<file path="config.mk">
export PLATFORM = sky130hd
export DESIGN_NAME = uart_tx_sched_flat
export DESIGN_NICKNAME = d
export VERILOG_FILES = /design/src/rtl/uart_tx_sched_if.sv /design/src/rtl/uart_tx_sched.sv /design/src/flat_wrapper.sv
export SDC_FILE = /design/constraint.sdc
export NUM_CORES = 1
export LEC_CHECK = 0
export ABC_AREA = 1
export CORE_MARGIN = 2
export CORE_UTILIZATION = 40
export CTS_CLUSTER_DIAMETER = 100
export DETAILED_ROUTE_END_ITERATION = 12
export GPL_TIMING_DRIVEN = 1
export SYNTH_ARGS = -nofsm -noshare
export SYNTH_HDL_FRONTEND = slang
export SYNTH_SLANG_ARGS = --single-unit
</file>
<file path="constraint.sdc">
create_clock -name clk -period 2.85 [get_ports clk]
set_clock_uncertainty 0.15 [all_clocks]
set_input_delay 0.57 -clock clk [delete_from_list [all_inputs] [get_ports clk]]
set_output_delay 0.57 -clock clk [all_outputs]
set_load 0.01 [all_outputs]
</file>
<file path="src/rtl/uart_tx_sched_if.sv">
// rtl/uart_tx_sched_if.sv - requester, UART TX and status signals of the TX scheduler
interface uart_tx_sched_if;
  logic                i_req0_valid;
  logic [7:0]          i_req0_data;
  logic                i_req0_last;
  logic                o_req0_ready;
  logic                i_req1_valid;
  logic [7:0]          i_req1_data;
  logic                i_req1_last;
  logic                o_req1_ready;
  logic [7:0]          o_tx;
  logic                o_tx_start;
  logic                i_tx_start_clear;
  logic                i_tx_busy;
  logic [1:0]          o_grant;
  logic                o_pkt_done;
  logic                o_pkt_id;
  logic [15:0]         o_pkt_len;
  logic                o_err_start_to;
  logic                o_err_lock_to;
  logic                i_err_clr;

  modport slave (
    input  i_req0_valid, i_req0_data, i_req0_last,
    input  i_req1_valid, i_req1_data, i_req1_last,
    input  i_tx_start_clear, i_tx_busy, i_err_clr,
    output o_req0_ready, o_req1_ready, o_tx, o_tx_start,
    output o_grant, o_pkt_done, o_pkt_id, o_pkt_len,
    output o_err_start_to, o_err_lock_to
  );

  modport master (
    output i_req0_valid, i_req0_data, i_req0_last,
    output i_req1_valid, i_req1_data, i_req1_last,
    output i_tx_start_clear, i_tx_busy, i_err_clr,
    input  o_req0_ready, o_req1_ready, o_tx, o_tx_start,
    input  o_grant, o_pkt_done, o_pkt_id, o_pkt_len,
    input  o_err_start_to, o_err_lock_to
  );
endinterface

</file>
<file path="src/rtl/uart_tx_sched.sv">
// rtl/uart_tx_sched.sv - round-robin, packet-locked scheduler of two byte requesters onto one UART TX
module uart_tx_sched #(
  parameter int START_TIMEOUT = 1024,
  parameter int LOCK_TIMEOUT  = 4096,
  parameter int CNT_W         = 16
) (
  input logic              clk,
  input logic              rst_n,
  uart_tx_sched_if.slave   bus
);

  localparam int SW = $clog2(START_TIMEOUT + 1);
  localparam int LW = $clog2(LOCK_TIMEOUT + 1);

  typedef enum logic [1:0] {S_IDLE, S_ACCEPT, S_START, S_WAIT_DONE} state_t;

  state_t           state_q, state_d;
  logic [1:0]       grant_q, grant_d;
  logic             rr_last_q, rr_last_d;
  logic [7:0]       tx_q, tx_d;
  logic             last_q, last_d;
  logic [CNT_W-1:0] byte_cnt_q, byte_cnt_d;
  logic [LW-1:0]    idle_cnt_q, idle_cnt_d;
  logic [SW-1:0]    start_cnt_q, start_cnt_d;
  logic             wait_cnt_q, wait_cnt_d;
  logic             tx_start_q, tx_start_d;
  logic             pkt_done_q, pkt_done_d;
  logic             pkt_id_q, pkt_id_d;
  logic [CNT_W-1:0] pkt_len_q, pkt_len_d;
  logic             err_start_q, err_start_d;
  logic             err_lock_q, err_lock_d;
  logic             set_start, set_lock;
  logic             owner;
  logic             sel_valid;
  logic [7:0]       sel_data;
  logic             sel_last;
  logic             pick;

  assign owner     = grant_q[1];
  assign sel_valid = owner ? bus.i_req1_valid : bus.i_req0_valid;
  assign sel_data  = owner ? bus.i_req1_data  : bus.i_req0_data;
  assign sel_last  = owner ? bus.i_req1_last  : bus.i_req0_last;

  always_comb begin
    state_d     = state_q;
    grant_d     = grant_q;
    rr_last_d   = rr_last_q;
    tx_d        = tx_q;
    last_d      = last_q;
    byte_cnt_d  = byte_cnt_q;
    idle_cnt_d  = idle_cnt_q;
    start_cnt_d = start_cnt_q;
    wait_cnt_d  = wait_cnt_q;
    tx_start_d  = tx_start_q;
    pkt_done_d  = 1'b0;
    pkt_id_d    = pkt_id_q;
    pkt_len_d   = pkt_len_q;
    set_start   = 1'b0;
    set_lock    = 1'b0;
    pick        = 1'b0;

    case (state_q)
      S_IDLE: begin
        if (bus.i_req0_valid || bus.i_req1_valid) begin
          pick       = (bus.i_req0_valid && bus.i_req1_valid) ? ~rr_last_q : bus.i_req1_valid;
          grant_d    = pick ? 2'b10 : 2'b01;
          idle_cnt_d = '0;
          state_d    = S_ACCEPT;
        end
      end
      S_ACCEPT: begin
        if (sel_valid) begin
          tx_d        = sel_data;
          last_d      = sel_last;
          byte_cnt_d  = byte_cnt_q + CNT_W'(1);
          start_cnt_d = '0;
          tx_start_d  = 1'b1;
          state_d     = S_START;
        end else if (idle_cnt_q == LW'(LOCK_TIMEOUT - 1)) begin
          set_lock   = 1'b1;
          pkt_id_d   = owner;
          grant_d    = 2'b00;
          rr_last_d  = owner;
          byte_cnt_d = '0;
          state_d    = S_IDLE;
        end else begin
          idle_cnt_d = idle_cnt_q + LW'(1);
        end
      end
      S_START: begin
        // A clear arriving on the timeout cycle still counts as a delivered byte
        if (bus.i_tx_start_clear) begin
          tx_start_d = 1'b0;
          wait_cnt_d = 1'b0;
          state_d    = S_WAIT_DONE;
        end else if (start_cnt_q == SW'(START_TIMEOUT - 1)) begin
          tx_start_d = 1'b0;
          set_start  = 1'b1;
          pkt_id_d   = owner;
          grant_d    = 2'b00;
          rr_last_d  = owner;
          byte_cnt_d = '0;
          state_d    = S_IDLE;
        end else begin
          start_cnt_d = start_cnt_q + SW'(1);
        end
      end
      S_WAIT_DONE: begin
        wait_cnt_d = 1'b1;
        if (wait_cnt_q && !bus.i_tx_busy) begin
          if (last_q) begin
            pkt_done_d = 1'b1;
            pkt_id_d   = owner;
            pkt_len_d  = byte_cnt_q;
            grant_d    = 2'b00;
            byte_cnt_d = '0;
            rr_last_d  = owner;
            state_d    = S_IDLE;
          end else begin
            idle_cnt_d = '0;
            state_d    = S_ACCEPT;
          end
        end
      end
      default: state_d = S_IDLE;
    endcase

    err_start_d = set_start | (err_start_q & ~bus.i_err_clr);
    err_lock_d  = set_lock  | (err_lock_q  & ~bus.i_err_clr);
  end

  always_ff @(posedge clk or negedge rst_n) begin
    if (!rst_n) begin
      state_q     <= S_IDLE;
      grant_q     <= 2'b00;
      rr_last_q   <= 1'b1;
      tx_q        <= '0;
      last_q      <= 1'b0;
      byte_cnt_q  <= '0;
      idle_cnt_q  <= '0;
      start_cnt_q <= '0;
      wait_cnt_q  <= 1'b0;
      tx_start_q  <= 1'b0;
      pkt_done_q  <= 1'b0;
      pkt_id_q    <= 1'b0;
      pkt_len_q   <= '0;
      err_start_q <= 1'b0;
      err_lock_q  <= 1'b0;
    end else begin
      state_q     <= state_d;
      grant_q     <= grant_d;
      rr_last_q   <= rr_last_d;
      tx_q        <= tx_d;
      last_q      <= last_d;
      byte_cnt_q  <= byte_cnt_d;
      idle_cnt_q  <= idle_cnt_d;
      start_cnt_q <= start_cnt_d;
      wait_cnt_q  <= wait_cnt_d;
      tx_start_q  <= tx_start_d;
      pkt_done_q  <= pkt_done_d;
      pkt_id_q    <= pkt_id_d;
      pkt_len_q   <= pkt_len_d;
      err_start_q <= err_start_d;
      err_lock_q  <= err_lock_d;
    end
  end

  assign bus.o_req0_ready   = (state_q == S_ACCEPT) && grant_q[0];
  assign bus.o_req1_ready   = (state_q == S_ACCEPT) && grant_q[1];
  assign bus.o_tx           = tx_q;
  assign bus.o_tx_start     = tx_start_q;
  assign bus.o_grant        = grant_q;
  assign bus.o_pkt_done     = pkt_done_q;
  assign bus.o_pkt_id       = pkt_id_q;
  assign bus.o_pkt_len      = 16'(pkt_len_q);
  assign bus.o_err_start_to = err_start_q;
  assign bus.o_err_lock_to  = err_lock_q;

endmodule

</file>
<file path="src/flat_wrapper.sv">
// flat-port wrapper written by rule: the top's interface ports become plain ports
module uart_tx_sched_flat 
#(
  parameter int START_TIMEOUT = 1024,
  parameter int LOCK_TIMEOUT  = 4096,
  parameter int CNT_W         = 16
)
  (clk, rst_n, bus_i_req0_valid, bus_i_req0_data, bus_i_req0_last, bus_i_req1_valid, bus_i_req1_data, bus_i_req1_last, bus_i_tx_start_clear, bus_i_tx_busy, bus_i_err_clr, bus_o_req0_ready, bus_o_req1_ready, bus_o_tx, bus_o_tx_start, bus_o_grant, bus_o_pkt_done, bus_o_pkt_id, bus_o_pkt_len, bus_o_err_start_to, bus_o_err_lock_to);
  uart_tx_sched_if bus_i ();
  input logic clk;
  input logic rst_n;
  input wire logic [$bits(bus_i.i_req0_valid)-1:0] bus_i_req0_valid;
  input wire logic [$bits(bus_i.i_req0_data)-1:0] bus_i_req0_data;
  input wire logic [$bits(bus_i.i_req0_last)-1:0] bus_i_req0_last;
  input wire logic [$bits(bus_i.i_req1_valid)-1:0] bus_i_req1_valid;
  input wire logic [$bits(bus_i.i_req1_data)-1:0] bus_i_req1_data;
  input wire logic [$bits(bus_i.i_req1_last)-1:0] bus_i_req1_last;
  input wire logic [$bits(bus_i.i_tx_start_clear)-1:0] bus_i_tx_start_clear;
  input wire logic [$bits(bus_i.i_tx_busy)-1:0] bus_i_tx_busy;
  input wire logic [$bits(bus_i.i_err_clr)-1:0] bus_i_err_clr;
  output wire logic [$bits(bus_i.o_req0_ready)-1:0] bus_o_req0_ready;
  output wire logic [$bits(bus_i.o_req1_ready)-1:0] bus_o_req1_ready;
  output wire logic [$bits(bus_i.o_tx)-1:0] bus_o_tx;
  output wire logic [$bits(bus_i.o_tx_start)-1:0] bus_o_tx_start;
  output wire logic [$bits(bus_i.o_grant)-1:0] bus_o_grant;
  output wire logic [$bits(bus_i.o_pkt_done)-1:0] bus_o_pkt_done;
  output wire logic [$bits(bus_i.o_pkt_id)-1:0] bus_o_pkt_id;
  output wire logic [$bits(bus_i.o_pkt_len)-1:0] bus_o_pkt_len;
  output wire logic [$bits(bus_i.o_err_start_to)-1:0] bus_o_err_start_to;
  output wire logic [$bits(bus_i.o_err_lock_to)-1:0] bus_o_err_lock_to;
  assign bus_i.i_req0_valid = bus_i_req0_valid;
  assign bus_i.i_req0_data = bus_i_req0_data;
  assign bus_i.i_req0_last = bus_i_req0_last;
  assign bus_i.i_req1_valid = bus_i_req1_valid;
  assign bus_i.i_req1_data = bus_i_req1_data;
  assign bus_i.i_req1_last = bus_i_req1_last;
  assign bus_i.i_tx_start_clear = bus_i_tx_start_clear;
  assign bus_i.i_tx_busy = bus_i_tx_busy;
  assign bus_i.i_err_clr = bus_i_err_clr;
  assign bus_o_req0_ready = bus_i.o_req0_ready;
  assign bus_o_req1_ready = bus_i.o_req1_ready;
  assign bus_o_tx = bus_i.o_tx;
  assign bus_o_tx_start = bus_i.o_tx_start;
  assign bus_o_grant = bus_i.o_grant;
  assign bus_o_pkt_done = bus_i.o_pkt_done;
  assign bus_o_pkt_id = bus_i.o_pkt_id;
  assign bus_o_pkt_len = bus_i.o_pkt_len;
  assign bus_o_err_start_to = bus_i.o_err_start_to;
  assign bus_o_err_lock_to = bus_i.o_err_lock_to;
  uart_tx_sched #(.START_TIMEOUT(START_TIMEOUT), .LOCK_TIMEOUT(LOCK_TIMEOUT), .CNT_W(CNT_W)) u_core (.clk(clk), .rst_n(rst_n), .bus(bus_i));
endmodule
</file>
* Word level (Yosys, flattened, before mapping)
Cells that the tools add are included.
Storage, ports and cells: logic and storage cells 122, register bits 76, memories 0, ROM bits 0, memory bits (writable) 0, output and inout port bits 33, input port bits 25, bits in latches 0
Cells by class: eq/ne operators 19, multipliers 0, divide/modulo/power cells 0, add/sub/neg operators 3, reduce and logical (&&, ||, !) cells 21, $lt $le $gt $ge 0, bitwise operators 6, muxes and demuxes 58, shifts and indexed selects 0
Operator list (count):
- 16-bit 2-to-1 mux | 6
- 13-bit 2-to-1 mux | 5
- 16-bit one-hot mux with 3 select lines | 1
- 13-bit one-hot mux with 3 select lines | 1
- 11-bit 2-to-1 mux | 3
- 2-bit 2-to-1 mux | 12
- 1-bit 2-to-1 mux | 23
- 11-bit one-hot mux with 2 select lines | 1
- 16-bit by 1-bit adder with 16-bit output (second input constant) | 1
- 2-bit one-hot mux with 4 select lines | 2
- 7-bit AND reduction | 2
- 13-bit by 1-bit adder with 13-bit output (second input constant) | 1
- 13-bit by 12-bit == test with 1-bit output (second input constant) | 1
- 2-bit by 1-bit != test with 1-bit output (second input constant) | 6
- 2-bit != test (second input constant) | 6
- 6-bit AND reduction | 2
- 11-bit by 1-bit adder with 11-bit output (second input constant) | 1
- 11-bit by 10-bit == test with 1-bit output (second input constant) | 1
- 8-bit 2-to-1 mux | 1
- 4-bit AND reduction | 2
- 3-bit AND reduction | 2
- 3-bit nonzero test | 2
- 2-bit == test (second input constant) | 2
- 1-bit logical AND | 4
- 13 further kinds | 19

* Depth between registers and ports, before layout
Gate-level depths: netlist of run 1.
depth after elaboration 5, depth in mapped cells 10, depth with buffers taken out 9

* Worst setup path before layout of run 1
Ideal clock, no wire load.
path kind in2reg, start point input bus_i_req0_valid, end point register u_core.start_cnt_q[2], data arrival time 1.554 ns, data required time 2.582 ns, slack 1.028 ns, library setup time 0.118 ns, path buffers 2, cell stages on the path 9, cell sequence inv_1 > o21ai_2 > nand2_2 > buf_6 > a21boi_4 > nand2_4 > buf_8 > nand2_1 > o21ai_2
On the way: cells in the longest elaborated chain, start to end 3
RTL lines:
- start, declared | line flat_wrapper.sv:12 | input wire logic [$bits(bus_i.i_req0_valid)-1:0] bus_i_req0_valid;
- 1-bit 2-to-1 mux | line uart_tx_sched.sv:40 | assign sel_valid = owner ? bus.i_req1_valid : bus.i_req0_valid;
- 2-bit by 1-bit != test with 1-bit output (no source line)
- 4-bit AND reduction (no source line)
- end signal, assigned | line uart_tx_sched.sv:157 | start_cnt_q <= start_cnt_d;
- end, declared | line uart_tx_sched.sv:24 | logic [SW-1:0] start_cnt_q, start_cnt_d;
Every way passes these cells. A chain may end at the register's enable or synchronous reset.

* Worst setup path after layout of run 1
start point register u_core.state_q[1], end point output bus_o_req1_ready
On the way: cells in the longest elaborated chain, start to end 2
RTL lines:
- start, declared | line uart_tx_sched.sv:17 | state_t state_q, state_d;
- start signal, assigned | line uart_tx_sched.sv:150 | state_q <= state_d;
- 2-bit by 1-bit == test with 1-bit output | line uart_tx_sched.sv:169 | assign bus.o_req1_ready = (state_q == S_ACCEPT) && grant_q[1];
- 1-bit logical AND | line uart_tx_sched.sv:169
- end, declared | line flat_wrapper.sv:22 | output wire logic [$bits(bus_i.o_req1_ready)-1:0] bus_o_req1_ready;
Every way passes these cells.

==> results.txt, run 1 <==
Net Sw Frac = 0.410
Antenna Nets Post-Route = 0
Final Instance Area = 4930 µm²
Iter 0 DRT Violations = 137
Comb pwr share = 0.430
Total power = 3.95 mW
Final worst hold slack = 80.7 ps
Cts bufs inserted = 9
Post-synth cell types = 37
Internal power = 2.33 mW
Overflow after GRT = 0
Met2 usage = 0.287
Number of H-tree levels = 3
# hold bufs at CTS = 0
Initial core utilization = 0.413
Commonest non-fill, non-tap cell in the layout = nand2_1
Post-route insts no fill = 696
Placed Cells incl. Taps = 680
Post-Syn Area = 4060 µm²
Seq cells post-synth = 76
DRC = 0
Drt pass-1 iters = 4
Slowest CP cell = clkdlybuf4s50_1
Setup CP Type = reg -> out
Post-synth EDFFs = 0
Ant. Diodes = 0
P per Cell Area = 801 nW/µm²
I/O pin count = 58
Latest clock arrival within the worst-skew pair = 350 ps
Core area = 9820 µm²
Max incr delay on CP = 550 ps
CTS tree = done
Total GRT Usage = 0.171
Most Crowded Layer GR = met2
Seq/Total Area, Yosys = 0.469
DRT Wirelength = 8860 µm
Layout Utilization = 0.502
Number of antenna violations at the first check in global routing = 0
Fin crit share = 0.857
Sequential cell fraction of total power = 0.375
DR vias/cell = 4.78
Syn nets = 523
Met3 track demand over resource = 0.0231
Share of layout cells above drive strength 1 = 0.123
Top_reg_cell synth = dfrtp_1
Largest net degree at the start of global routing = 77
Worst Tran Pin Value = 594 ps
Max Cap Viol = 0
RePlAce Congestion = 0.791
First-pass GRT wire length = 15300 µm
CTS max path bufs = 2
Clock transition at path regs = 90 ps
Setup slack at placement = 281 ps
Die area = 11000 µm²
Maximum VDD drop = 365 µV
Area Overhead vs Synth = 21.4%
# resized after CTS = 0
Outcome = completed
Most frequent cells in the layout = nand2_1, dfrtp_1, clkdlybuf4s50_1
Nets = 586
Lkg Pwr = 2.22 nW
Port Buffer Count = 57
Critical-path maximum fanout = 8
CTS root buffer = clkbuf_8
Clock group share of total power = 0.195
CP Capture Type = output port
RSZ-0062 raised after global routing = false
Sink Count = 76
CP Launch Type = flip-flop
GRT met1 Usage = 0.227
Wirelength per Cell = 12.7 µm
Rows = 36
Via count = 3326
HPWL after detailed placement = 6330 µm
Slew Viols, Final = 0
Area after DPL = 4750 µm²
Critical path, cell by cell = nor2_4 -> inv_2 -> nor2_1 -> clkdlybuf4s50_1
Hold Path Class = in -> async
Yosys Warn Count = 0
Post-CTS setup buffer count = 0
Worst Setup Slack, final = 408 ps
Hold Fails Final Rpt = 0
Setup Viol. Count Final = 0
Fmax = 409 MHz
WP data arrival = 1720 ps
Post-layout minimum cycle time = 2440 ps
Syn Area/Cell = 8.20 µm²
Die W = 105 µm
Switch Pwr = 1.62 mW
Die height = 105 µm
Number of global-route vias before repair = 3205
Setup TNS = 0 ps
WP data required = 2130 ps
Fillers = 1009
Worst slew margin = 0.603
Synth Instances = 495
Asr flop ratio synth = 1.00
==> power by group through the flow <==
stage	Sequential (mW)	Clock, mW	Combinational (mW)
CTS	1.48	0.797	1.72
global placement	1.50	0	1.70
detailed placement	1.50	0	1.71
global route	1.52	0.842	1.89
floorplan	1.56	0	1.09
finish	1.48	0.772	1.70
==> area by class of cell <==
type / instances / area, µm² / share of cell area
Clock buffer: 9 / 124 / 0.0251
Multi-Input combinational cell: 357 / 1860 / 0.377
Timing Repair Buffer: 64 / 633 / 0.128
Tap cell: 133 / 166 / 0.0337
Clock inverter: 7 / 58.8 / 0.0119
Sequential cell: 76 / 1900 / 0.386
Inverter: 50 / 188 / 0.0381
==> registers in the layout (all words and copies together), names as in the netlist <==
register                   count
u_core.bus.o_err_lock_to       1
u_core.bus.o_err_start_to      1
u_core.bus.o_grant             2
u_core.bus.o_pkt_done          1
u_core.bus.o_pkt_id            1
u_core.bus.o_pkt_len          16
u_core.bus.o_tx                8
u_core.bus.o_tx_start          1
u_core.byte_cnt_q             16
u_core.idle_cnt_q             13
u_core.last_q                  1
u_core.rr_last_q               1
u_core.start_cnt_q            11
u_core.state_q                 2
u_core.wait_cnt_q              1
==> per-layer routing <==
| layer | wire length [µm] | vias up |
|---|---|---|
| met5 | 0 | - |
| met1 | 4240 | 1549 |
| met2 | 4310 | 42 |
| li1 | - | 1727 |
| met3 | 217 | 8 |
| met4 | 102 | 0 |
==> cell usage after synthesis (2+ instances only) <==
master	count	area, µm²
a21oi_1	13	65.1
nor2_4	3	33.8
nor2_1	49	184
buf_4	2	15.0
o21ai_0	11	55.1
nand2_2	2	12.5
dfrtp_1	75	1880
a31oi_1	9	56.3
nor3_2	3	30.0
nor3_1	5	25.0
nand2_1	143	537
nand3_1	43	215
o21bai_1	3	22.5
nand2_4	2	22.5
o21ai_2	14	123
nand3b_1	4	30.0
mux2_2	7	78.8
buf_2	2	10.0
buf_6	6	67.6
o21ai_1	8	40.0
nand4_1	10	62.6
inv_2	3	11.3
ha_1	3	37.5
inv_1	46	173
or2_2	5	31.3
xor2_1	13	114
==> critical path: cells and delay by family, from the launching register on <==
kind | cells | cell delay, ps
flip-flops | 1 | 480
buffers and inverters | 2 | 640
AND/OR/NAND/NOR | 2 | 260
==> path summary, 6_finish.rpt <==
check                      slack [ps]  cells after the start                        startpoint                                end
min in group clk                  330                      2      u_core.rr_last_q$_DFFE_PN1P_       u_core.rr_last_q$_DFFE_PN1P_
setup / recovery                  410                      4     u_core.state_q[1]$_DFFE_PN0P_                   bus_o_req1_ready
max in group asynchronous        2110                      2                             rst_n       u_core.rr_last_q$_DFFE_PN1P_
setup reg to reg                  720                      9  u_core.idle_cnt_q[0]$_DFFE_PN0P_   u_core.byte_cnt_q[8]$_DFFE_PN0P_
hold reg to reg                   330                      2      u_core.rr_last_q$_DFFE_PN1P_       u_core.rr_last_q$_DFFE_PN1P_
hold / removal                     80                      2                             rst_n  u_core.start_cnt_q[7]$_DFFE_PN0P_
==> cell families after synthesis <==
logic type               count (synthesis)  synth area share
AND/OR/NAND/NOR                        273             0.304
flip-flops                              76             0.469
buffers and inverters                   62            0.0736
XOR/XNOR                                13            0.0280
AO/OA/AOI/OAI                           61            0.0971
multiplexers                             7            0.0194
adder cells (fa/ha/maj)                  3           0.00925
No activity file was read; power rests on OpenSTA's default activity.
==> inputs of run 2 (changes only) <==
Settings changed: SETUP_SLACK_MARGIN from default to 0.4.
==> run 2 against run 1 <==
Against the previous run: critical endpoint is now bus_o_grant[1]; clock power about the same; critical path depth down 2; count of clock-buffer cells in the layout stayed put; critical path type unchanged; sequential share of layout area decreased by 0.092 points; global-route usage barely moved.
==> results.txt, run 2 (synthesis gave the netlist of run 1 again) <==
Outcome = completed
Sink Count = 76 (unchanged)
Antenna Nets Post-Route = 0 (unchanged)
CTS tree = done
CP Capture Type = output port
Critical-path maximum fanout = 14 (+6)
Wirelength per Cell = 12.8 µm (+0.44%)
Hold Fails Final Rpt = 0 (unchanged)
Share of layout cells above drive strength 1 = 0.128 (+0.00510)
CTS max path bufs = 2 (unchanged)
Latest clock arrival within the worst-skew pair = 350 ps (about the same)
Ant. Diodes = 0 (unchanged)
Iter 0 DRT Violations = 126 (-8.0%)
Met2 usage = 0.286 (-0.000464)
CTS root buffer = clkbuf_8
# hold bufs at CTS = 0 (unchanged)
Worst Tran Pin Value = 588 ps (-5.63 ps)
CP Launch Type = flip-flop
DRC = 0 (unchanged)
Worst reg2reg path depth = 9 (unchanged)
Number of H-tree levels = 3 (unchanged)
Fillers = 1005 (-0.40%)
Setup CP Type = reg -> out
Via count = 3338 (+0.36%)
Post-layout minimum cycle time = 2210 ps (-228 ps)
Met3 track demand over resource = 0.0231 (unchanged)
WP data arrival = 1490 ps (-230 ps)
Fmax = 452 MHz (+10%)
Max Cap Viol = 0 (unchanged)
Core area = 9820 µm² (unchanged)
Post-route insts no fill = 697 (+0.14%)
RePlAce Congestion = 0.791 (unchanged)
DRT Wirelength = 8910 µm (+0.59%)
Initial core utilization = 0.413 (unchanged)
Commonest non-fill, non-tap cell in the layout = nand2_1
P per Cell Area = 802 nW/µm² (+0.14%)
Clock transition at path regs = 90 ps (about the same)
RSZ-0062 raised after global routing = false
Number of global-route vias before repair = 3221 (+0.50%)
Cts bufs inserted = 9 (unchanged)
Setup Viol. Count Final = 0 (unchanged)
Nets = 587 (+0.17%)
Die area = 11000 µm² (unchanged)
Number of antenna violations at the first check in global routing = 0 (unchanged)
DR vias/cell = 4.79 (+0.22%)
Rows = 36 (unchanged)
WP data required = 2130 ps (about the same)
Placed Cells incl. Taps = 680 (unchanged)
Area Overhead vs Synth = 21.8%
Maximum VDD drop = 366 µV (+0.14%)
Largest net degree at the start of global routing = 77 (unchanged)
Worst slew margin = 0.607 (+0.00376)
Die height = 105 µm (unchanged)
GRT met1 Usage = 0.227 (unchanged)
Most Crowded Layer GR = met2
Drt pass-1 iters = 5 (+1)
Overflow after GRT = 0 (unchanged)
I/O pin count = 58 (unchanged)
First-pass GRT wire length = 15300 µm (+0.18%)
Slew Viols, Final = 0 (unchanged)
Fin crit share = 0.777 (-0.0800)
Port Buffer Count = 57 (unchanged)
Total GRT Usage = 0.171 (+0.000265)
Setup TNS = 0 ps (unchanged)
Hold Path Class = in -> async
Reg2Reg Setup Slack = 720 ps (about the same)
Die W = 105 µm (unchanged)
Most frequent cells in the layout = nand2_1, dfrtp_1, clkdlybuf4s50_1
Lkg Pwr = 2.26 nW (+1.8%)
HPWL after detailed placement = 6330 µm (unchanged)
run 2: report_power, final:
group	internal, mW	switching [mW]
Combinational	0.698	1.02
Clock	0.326	0.446
Sequential	1.32	0.162
Total	2.34	1.63
run 2: worst max-delay path, cell delays in order (launching register included):
cell             delay, ps
dfrtp_1                370
buf_4                  210
clkdlybuf4s50_1        560
run 2: final timing paths:
path | from | end
worst max-delay path | u_core.bus.o_grant[1]$_DFFE_PN0P_ | bus_o_grant[1]
worst min-delay path | rst_n | u_core.start_cnt_q[7]$_DFFE_PN0P_
worst max register to register | u_core.idle_cnt_q[0]$_DFFE_PN0P_ | u_core.byte_cnt_q[8]$_DFFE_PN0P_
worst min register to register | u_core.rr_last_q$_DFFE_PN1P_ | u_core.rr_last_q$_DFFE_PN1P_
max in group asynchronous | rst_n | u_core.rr_last_q$_DFFE_PN1P_
min in group clk | u_core.rr_last_q$_DFFE_PN1P_ | u_core.rr_last_q$_DFFE_PN1P_
run 2: per-layer routing:
layer,share of wire,vias to the layer above
met5,0,-
met4,0.013,0
met3,0.029,12
met2,0.49,56
met1,0.47,1542
li1,-,1728
run 2: what timing repair did:
| action | in CTS | in global routing |
|---|---|---|
| resized for setup | 2 | 2 |
| setup buffers | 1 | 0 |
| setup endpoints to repair | 1 | 2 |
run 2: final cells by class:
cell class,count,area [µm²],share of cell area
tap,133,166,0.0336
inverter,50,189,0.0382
clock buffer,9,124,0.0250
timing repair buffer,65,646,0.131
clock inverter,7,58.8,0.0119
sequential,76,1900,0.385
multi-input combinational,357,1860,0.376
run 2: metrics by stage:
| step | util | power (mW) | worst slack, ps | hold WS (ps) | cell area, µm² |
|---|---|---|---|---|---|
| 2_1_floorplan | - | 2.65 | 1030 | 124 | 4060 |
| 3_3_place_gp | 0.484 | 3.19 | 370 | 306 | 4750 |
| 3_5_place_dp | 0.484 | 3.22 | 281 | 317 | 4750 |
| 4_1_cts | 0.503 | 4.02 | 416 | 94.9 | 4940 |
| 5_1_grt | 0.504 | 4.27 | 502 | 113 | 4950 |
| 6_report | 0.504 | 3.97 | 636 | 73.0 | 4950 |
